`config.mk`:
```
export PLATFORM = sky130hd
export DESIGN_NAME = keypad_entry
export DESIGN_NICKNAME = d
export VERILOG_FILES = /design/src/rtl/keypad_entry.sv
export SDC_FILE = /design/constraint.sdc
export NUM_CORES = 1
export LEC_CHECK = 0
export CAP_MARGIN = 15
export CORE_MARGIN = 4
export CORE_UTILIZATION = 58
export DETAILED_ROUTE_END_ITERATION = 8
export GPL_TIMING_DRIVEN = 0
export MAX_ROUTING_LAYER = met4
export PLACE_DENSITY = 0.84
export SKIP_LAST_GASP = 1
export SLEW_MARGIN = 30
export SYNTH_ARGS = -nofsm -noshare
export SYNTH_HDL_FRONTEND = slang
export SYNTH_SLANG_ARGS = --single-unit
```
`constraint.sdc`:
```
create_clock -name clk -period 2.7 [get_ports clk]
set_input_delay 0.54 -clock clk [delete_from_list [all_inputs] [get_ports clk]]
set_output_delay 0.54 -clock clk [all_outputs]
set_load 0.1 [all_outputs]
```
`src/rtl/keypad_entry.sv`:
```
// Hex keypad scanner/debouncer plus select/go push-button debounce feeding the calculator operands.
// Digit reaches operand one cycle after its debounce pass completes; button strobe is 2+DB_CYCLES+1 cycles after the raw edge.
module keypad_entry #(
  parameter int SCAN_DIV       = 1000,
  parameter int DEBOUNCE_SCANS = 4,
  parameter int DB_CYCLES      = 200000
) (
  input  logic       clk,
  input  logic       rst,
  input  logic [3:0] key_row,
  output logic [3:0] key_col,
  input  logic       btn_sel_raw,
  input  logic       btn_go_raw,
  input  logic [2:0] func_sw,
  output logic [7:0] num1,
  output logic [7:0] num2,
  output logic [2:0] func,
  output logic       button,
  output logic       entry_sel
);

  localparam int DW = $clog2(SCAN_DIV);
  localparam int CW = $clog2(DEBOUNCE_SCANS + 1);
  localparam int BW = $clog2(DB_CYCLES);
  localparam logic [CW-1:0] DS_LAST = CW'(DEBOUNCE_SCANS - 1);

  typedef enum logic [1:0] {IDLE, PRESS_DB, HELD, REL_DB} kp_state_t;

  logic [DW-1:0] div_cnt;
  logic [1:0]    col_idx;
  logic [3:0]    row_s1, row_s2;
  logic          hit_acc;
  logic [3:0]    code_acc;
  logic          pass_vld, pass_hit;
  logic [3:0]    pass_code;
  logic          row_hit;
  logic [1:0]    row_num;
  logic [3:0]    col_code;
  logic          col_end;

  assign col_end  = (div_cnt == DW'(SCAN_DIV - 1));
  assign col_code = {row_num, col_idx};

  // Lowest-numbered low row wins within a column
  always_comb begin
    row_hit = ~&row_s2;
    row_num = 2'd0;
    for (int r = 3; r >= 0; r--) begin
      if (!row_s2[r]) row_num = 2'(r);
    end
  end

  always_ff @(posedge clk or negedge rst) begin
    if (!rst) begin
      div_cnt   <= '0;
      col_idx   <= 2'd0;
      key_col   <= 4'b1110;
      row_s1    <= 4'hF;
      row_s2    <= 4'hF;
      hit_acc   <= 1'b0;
      code_acc  <= 4'd0;
      pass_vld  <= 1'b0;
      pass_hit  <= 1'b0;
      pass_code <= 4'd0;
    end else begin
      row_s1   <= key_row;
      row_s2   <= row_s1;
      pass_vld <= 1'b0;
      if (col_end) begin
        div_cnt <= '0;
        col_idx <= col_idx + 2'd1;
        key_col <= ~(4'b0001 << (col_idx + 2'd1));
        if (col_idx == 2'd3) begin
          pass_vld  <= 1'b1;
          pass_hit  <= hit_acc | row_hit;
          pass_code <= hit_acc ? code_acc : col_code;
          hit_acc   <= 1'b0;
        end else if (!hit_acc && row_hit) begin
          hit_acc  <= 1'b1;
          code_acc <= col_code;
        end
      end else begin
        div_cnt <= div_cnt + 1'b1;
      end
    end
  end

  kp_state_t     state, state_n;
  logic [3:0]    cand, cand_n;
  logic [CW-1:0] cnt, cnt_n;
  logic          press;
  logic [3:0]    press_dat;

  always_ff @(posedge clk or negedge rst) begin
    if (!rst) begin
      state <= IDLE;
      cand  <= 4'd0;
      cnt   <= '0;
    end else begin
      state <= state_n;
      cand  <= cand_n;
      cnt   <= cnt_n;
    end
  end

  always_comb begin
    state_n   = state;
    cand_n    = cand;
    cnt_n     = cnt;
    press     = 1'b0;
    press_dat = 4'd0;
    if (pass_vld) begin
      case (state)
        IDLE: if (pass_hit) begin
          cand_n = pass_code;
          cnt_n  = CW'(1);
          if (DEBOUNCE_SCANS == 1) begin
            state_n   = HELD;
            press     = 1'b1;
            press_dat = pass_code;
          end else begin
            state_n = PRESS_DB;
          end
        end
        PRESS_DB: begin
          if (pass_hit && pass_code == cand) begin
            if (cnt == DS_LAST) begin
              state_n   = HELD;
              press     = 1'b1;
              press_dat = cand;
            end else begin
              cnt_n = cnt + 1'b1;
            end
          end else begin
            state_n = IDLE;
          end
        end
        HELD: if (!pass_hit) begin
          cnt_n   = CW'(1);
          state_n = (DEBOUNCE_SCANS == 1) ? IDLE : REL_DB;
        end
        REL_DB: begin
          if (pass_hit) begin
            state_n = HELD;
          end else if (cnt == DS_LAST) begin
            state_n = IDLE;
          end else begin
            cnt_n = cnt + 1'b1;
          end
        end
        default: state_n = IDLE;
      endcase
    end
  end

  // Index 0 = select, index 1 = go
  logic [1:0]    b_raw, b_s1, b_s2, b_db, b_dbq, b_rise;
  logic [BW-1:0] b_cnt [2];

  assign b_raw  = {btn_go_raw, btn_sel_raw};
  assign b_rise = b_db & ~b_dbq;

  always_ff @(posedge clk or negedge rst) begin
    if (!rst) begin
      b_s1  <= 2'b00;
      b_s2  <= 2'b00;
      b_db  <= 2'b00;
      b_dbq <= 2'b00;
      for (int i = 0; i < 2; i++) b_cnt[i] <= '0;
    end else begin
      b_s1  <= b_raw;
      b_s2  <= b_s1;
      b_dbq <= b_db;
      for (int i = 0; i < 2; i++) begin
        if (b_s2[i] != b_db[i]) begin
          if (b_cnt[i] == BW'(DB_CYCLES - 1)) begin
            b_db[i]  <= b_s2[i];
            b_cnt[i] <= '0;
          end else begin
            b_cnt[i] <= b_cnt[i] + 1'b1;
          end
        end else begin
          b_cnt[i] <= '0;
        end
      end
    end
  end

  logic go_pend, go_fire;
  // A go edge coinciding with a digit waits one cycle so the strobe sees the new operand
  assign go_fire = go_pend | (b_rise[1] & ~press);

  always_ff @(posedge clk or negedge rst) begin
    if (!rst) begin
      num1      <= 8'd0;
      num2      <= 8'd0;
      func      <= 3'd0;
      button    <= 1'b0;
      entry_sel <= 1'b0;
      go_pend   <= 1'b0;
    end else begin
      if (press) begin
        if (entry_sel) num2 <= {num2[3:0], press_dat};
        else           num1 <= {num1[3:0], press_dat};
      end
      if (b_rise[0]) entry_sel <= ~entry_sel;
      button  <= go_fire;
      go_pend <= b_rise[1] & press;
      if (go_fire) func <= func_sw;
    end
  end

endmodule

```
* Yosys cells after proc, flatten, opt, wreduce, memory -nomap -nowiden
Index checks and enable logic that the tools add are counted.
** Storage, ports and cells
- Output and inout port bits :: 25
- ROM bits :: 0
- Memories kept :: 0
- Bits in writable memories :: 0
- Bits in registers :: 110
- Input port bits :: 11
- Word-level logic and storage cells :: 111
- Latch bits :: 0
** Operators by class
- Bitwise operators :: 10
- Add/sub/neg operators :: 5
- Mux-type cells :: 35
- Equal/unequal tests :: 17
- $mul :: 0
- Order comparisons :: 0
- Div/mod/pow operators :: 0
- Reductions and logical operators :: 17
- Shift operators :: 1
** Operators with widths (number)
- 18-bit two-way mux :: 4
- 18-bit by 1-bit adder with 18-bit output (second input constant) :: 2
- 18-bit equality test (second input constant) :: 2
- 2-bit two-way mux :: 10
- 4-bit two-way mux :: 5
- 3-bit two-way mux :: 5
- 3-bit one-hot mux with 4 select lines :: 1
- 2-bit AND reduction :: 6
- 10-bit by 1-bit adder with 10-bit output (second input constant) :: 1
- 10-bit equality test (second input constant) :: 1
- 10-bit two-way mux :: 1
- 5-bit AND reduction :: 2
- 1-bit two-way mux :: 8
- 2-bit inequality test (second input constant) :: 4
- 2-bit one-hot mux with 4 select lines :: 1
- 2-bit equality test (second input constant) :: 3
- 3-bit inequality test (second input constant) :: 2
- 3-bit AND reduction :: 2
- 4-bit equality test :: 1
- 4-bit NOT :: 1
- 4-bit AND reduction :: 1
- 1-bit by 2-bit << shifter with 4-bit output (first input constant) :: 1
- 3-bit by 1-bit adder with 3-bit output (second input constant) :: 1
- 3-bit by 2-bit equality test with 1-bit output (second input constant) :: 1
- 12 further kinds :: 19

* Logic depth before layout (Yosys ltp)
- Depth after elaboration :: 8
- Mapped depth :: 8
- Depth with buffers taken out :: 6

* Least setup slack after synthesis
No wires, ideal clock.
- Path kind :: register to register
- From :: reg cnt[0]
- To :: reg func[0]
- Buffers on the path :: 0
- Arrival time :: 1762 ps
- Setup time :: 125 ps
- Period minus slack after synthesis :: 1887 ps
- Setup slack :: 813 ps
- Stages on the path, launching flop included :: 7
- Data required time :: 2575 ps
- Path through :: dfrtp_1 ha_1 ha_1 nand4b_1 or3_4 a31oi_4 mux2_4
** Between the ends
- Longest elaborated chain between the ends :: 8
** RTL lines
- from (decl) :: RTL line 90 : logic [CW-1:0] cnt, cnt_n;
- from (signal assigned) :: RTL line 102 : cnt <= cnt_n;
- 3-bit by 2-bit equality test with 1-bit output :: RTL line 127 : if (cnt == DS_LAST) begin
- 1-bit two-way mux :: RTL line 127
- 1-bit two-way mux :: RTL line 126 : if (pass_hit && pass_code == cand) begin
- 1-bit two-way mux :: RTL line 113 : case (state)
- 1-bit two-way mux :: RTL line 112 : if (pass_vld) begin
- 1-bit NOT :: RTL line 191 : assign go_fire = go_pend | (b_rise[1] & ~press);
- 1-bit bitwise AND :: RTL line 191
- 1-bit OR :: RTL line 191
- to (signal assigned) :: RTL line 209 : if (go_fire) func <= func_sw;
- to (decl) :: RTL line 17 : output logic [2:0] func,
No other way between the ends.
A chain may end at the register's enable or synchronous reset.

* Final worst setup path
- From :: reg key_col[2]
- To :: out key_col[2]
** RTL lines
- from (decl) :: RTL line 11 : output logic [3:0] key_col,
- from (signal assigned) :: RTL line 72 : key_col <= ~(4'b0001 << (col_idx + 2'd1));
No word-level cell between the ends.

==> impl_metrics.json <==
{
  "result_of_the_run": "complete, no violations",
  "power.static_leakage_nw": 2.43,
  "final-hold-violation-count": 0,
  "first_global_vias": 3240,
  "final-max-slew-violation-count": 0,
  "synth_top_flop_cell": "sky130_fd_sc_hd__dfrtp_1",
  "max_freq_ghz": 0.386,
  "timing.critical_path.max_delay_family": "buffers and inverters",
  "synthesis.area_mm2": 0.00478,
  "drv_cap": 0,
  "cts.root.buffer_cell": "sky130_fd_sc_hd__clkbuf_8",
  "post_synth_fa_ha_maj_area_fraction_pct": 2.36,
  "grt_pass1_wl_um": 14700,
  "muxShareOfSynthArea_pct": 7.20,
  "number_of_cells_on_the_worst_reg_to_reg_path": 6,
  "area_growth_syn_to_layout_pct": 14.4,
  "ios": 36,
  "antenna_found_initial": 0,
  "wire_length_per_cell_after_detailed_routing_um": 14.2,
  "cts_buffers": 9,
  "die_h_um": 98.8,
  "final.min_clock_period_ns": 2.59,
  "start_kind": "flop",
  "antenna_diode_count": 0,
  "synth-edff-count": 0,
  "drt-vias-per-instance": 5.40,
  "post_cts_resize_count": 0,
  "critical_path.n_buffers_inverters": 1,
  "total_nets_after_synthesis": 435,
  "grt_util_all_layers_pct": 19.1,
  "netlist.area_leader.share_pct": 51.8,
  "ys_async_sr_fraction_pct": 100,
  "finClkSkew_ns": 0.0133,
  "overflow": 0,
  "core.rowCount": 32,
  "cts-htree-levels": 3,
  "layout.cells.most_common": "sky130_fd_sc_hd__dfrtp_1",
  "timing_worst_slew_pin_value_ns": 0.984,
  "worst_r2r_endpoint": "func[0]",
  "mostFrequentLayoutCells": "sky130_fd_sc_hd__dfrtp_1, sky130_fd_sc_hd__nor2_1, sky130_fd_sc_hd__nand2_1",
  "synth_compound_area_share_pct": 3.43,
  "cts.hold.buffers_added": 0,
  "post_synthesis_xor_xnor_area_fraction_pct": 8.93,
  "synthSimpleGateAreaFrac_pct": 18.3,
  "clock_path_buffers": 2,
  "number_of_distinct_library_cell_variants_in_the_gate_level_netlist_after_synthesis": 47,
  "design.final.nets": 482,
  "clock_insertion_delay_worst_skew_ns": 0.37,
  "setup_viol": 0,
  "critical_path_endpoint_category": "output pin",
  "vdd_ir_drop_max_v": 0.000323,
  "dp.final_hpwl_um": 5700,
  "synthesis.area_per_instance_um2": 11.5,
  "cts.clk_slew.worst_paths_ns": 0.10,
  "critPathArrivalTime_ns": 2.05,
  "hold_path_class": "primary input to async pin",
  "number_of_drc_markers_in_iteration_0": 137,
  "cts.repair_timing.setup_buffer_count": 0,
  "clock_tree_from_tritoncts": "done",
  "fin_total_pwr_mw": 2.70,
  "yosysTopAreaCell": "sky130_fd_sc_hd__dfrtp_1",
  "design.die.area_mm2": 0.00975,
  "drt_pre_antenna_iters": 4,
  "place.gp.congestion": 0.820,
  "post_route_clock_period_utilization_pct": 95.9,
  "clkSinkCount": 110,
  "synthTopCellsByArea": "sky130_fd_sc_hd__dfrtp_1, sky130_fd_sc_hd__dfstp_2, sky130_fd_sc_hd__mux2_2",
  "r2r-start": "cnt[0]",
  "worst-path-max-fanout": 2,
  "worstPathCellList": "clkdlybuf4s50_1",
  "powerDensity_mw_per_mm2": 494,
  "setup.reg_to_reg.worst_slack_ns": 0.62,
  "portBuffers": 35,
  "place_ws_ns": 0.518,
  "slowest_delay_ns": 1.14,
  "critical-path-slowest-cell": "sky130_fd_sc_hd__clkdlybuf4s50_1",
  "synth.yosys.warnings": 0,
  "largest_family_of_logic_cells_by_synthesized_area": "simple AND/OR/NAND/NOR gates",
  "relSlewSlack_pct": 34.2,
  "floorplan.initialDensity_pct": 60.6,
  "drt-total-wl_um": 8110,
  "cp_required_ns": 2.16,
  "syn_inst": 415,
  "post-route-drc-count": 0,
  "final_layout_size_suffix_gt1_share_pct": 15.2,
  "grt_start_max_net_pins": 74,
  "post-route-worst-setup-slack_ns": 0.111,
  "floorplan.die.width_um": 98.8,
  "synth_sequential_area_ratio_pct": 57.9,
  "timing_worst_setup_path_type": "flop to output pin",
  "via_count": 3074,
  "yosys_register_bits": 110,
  "drtAntennaViolNets": 0,
  "core_area_mm2": 0.00789,
  "rsz0062_at_grt": "false"
}
[registers in the layout (all words and copies together) (netlist names), 4 cells and up]
register / count
num1: 8
key_col: 4
row_s1: 4
cand: 4
num2: 8
div_cnt: 10
b_cnt: 36
code_acc: 4
pass_code: 4
row_s2: 4
[power breakdown]
part,leakage (nW),internal (mW),switching (mW)
logic,0.878,0.0361,0.0701
clock network,0.0907,0.352,0.557
registers,1.46,1.67,0.0131
total,2.43,2.06,0.640
[how the worst max path moves through the flow]
| stage | to | start | cells past startpoint |
|---|---|---|---|
| after floorplan | func[0] | cnt[0] | 6 |
| after detailed placement | key_col[2] | key_col[2] | 1 |
| final | key_col[2] | key_col[2] | 1 |
| after CTS | key_col[2] | key_col[2] | 1 |
| after global routing | key_col[1] | key_col[1] | 1 |
| after global placement | b_cnt[32] | rst | 1 |
[synthesized netlist by cell type, types with 2 or more instances]
cell                        n
sky130_fd_sc_hd__nand2b_1   2
sky130_fd_sc_hd__xnor2_2    2
sky130_fd_sc_hd__nand3_2    2
sky130_fd_sc_hd__nor3_1     9
sky130_fd_sc_hd__dfrtp_1   99
sky130_fd_sc_hd__and2_1     5
sky130_fd_sc_hd__and4_1     4
sky130_fd_sc_hd__nor2b_1    3
sky130_fd_sc_hd__and3_1     9
sky130_fd_sc_hd__nand4_1    9
sky130_fd_sc_hd__buf_2      2
sky130_fd_sc_hd__xnor2_1   20
sky130_fd_sc_hd__dfstp_2   11
sky130_fd_sc_hd__mux2i_1    4
sky130_fd_sc_hd__inv_1     10
sky130_fd_sc_hd__nor4b_1    2
sky130_fd_sc_hd__mux2_4     3
sky130_fd_sc_hd__nor2_1    53
sky130_fd_sc_hd__xor2_1    25
sky130_fd_sc_hd__nand3_1   19
sky130_fd_sc_hd__ha_1       9
sky130_fd_sc_hd__mux2_2    23
sky130_fd_sc_hd__clkbuf_1   4
sky130_fd_sc_hd__a21oi_1    6
sky130_fd_sc_hd__buf_4      3
sky130_fd_sc_hd__o21ai_0   15
sky130_fd_sc_hd__nand2_1   42
[routing by layer]
layer	share of wire, %	up-vias	track usage (%)
met3	3.6	12	4.67
met2	52	50	31.5
li1	-	1489	-
met4	1.6	0	7.14
met1	43	1523	22.8
met5	0	-	-
[cell type report]
class / count / area (µm²)
Fill cell: 563 / 2420
Tap cell: 102 / 128
Sequential cell: 110 / 2770
Timing Repair Buffer: 36 / 379
Buffer: 10 / 51.3
Inverter: 10 / 37.5
Clock buffer: 10 / 128
Multi-Input combinational cell: 285 / 1920
Clock inverter: 6 / 52.6
[kinds of logic after synthesis]
kind of cell	count (synthesis)
simple gates	172
buf+inv	20
fa+ha+maj	9
mux	30
flops	110
compound gates	27
xor+xnor	47
[per-stage QoR]
stage / TNS [ns] / instances / util (%) / hold WS [ns] / cell area (µm²)
5_1_grt: 0 / 569 / 69.3 / 0.0713 / 5470
6_report: 0 / 569 / 69.3 / 0.0532 / 5470
3_3_place_gp: -296.02 / 552 / 66.6 / 0.344 / 5260
4_1_cts: 0 / 569 / 69.3 / 0.0590 / 5470
3_5_place_dp: 0 / 553 / 67.0 / 0.343 / 5290
2_1_floorplan: 0 / 415 / - / 0.244 / 4780
Note: power is estimated with default switching activity, not from simulation.
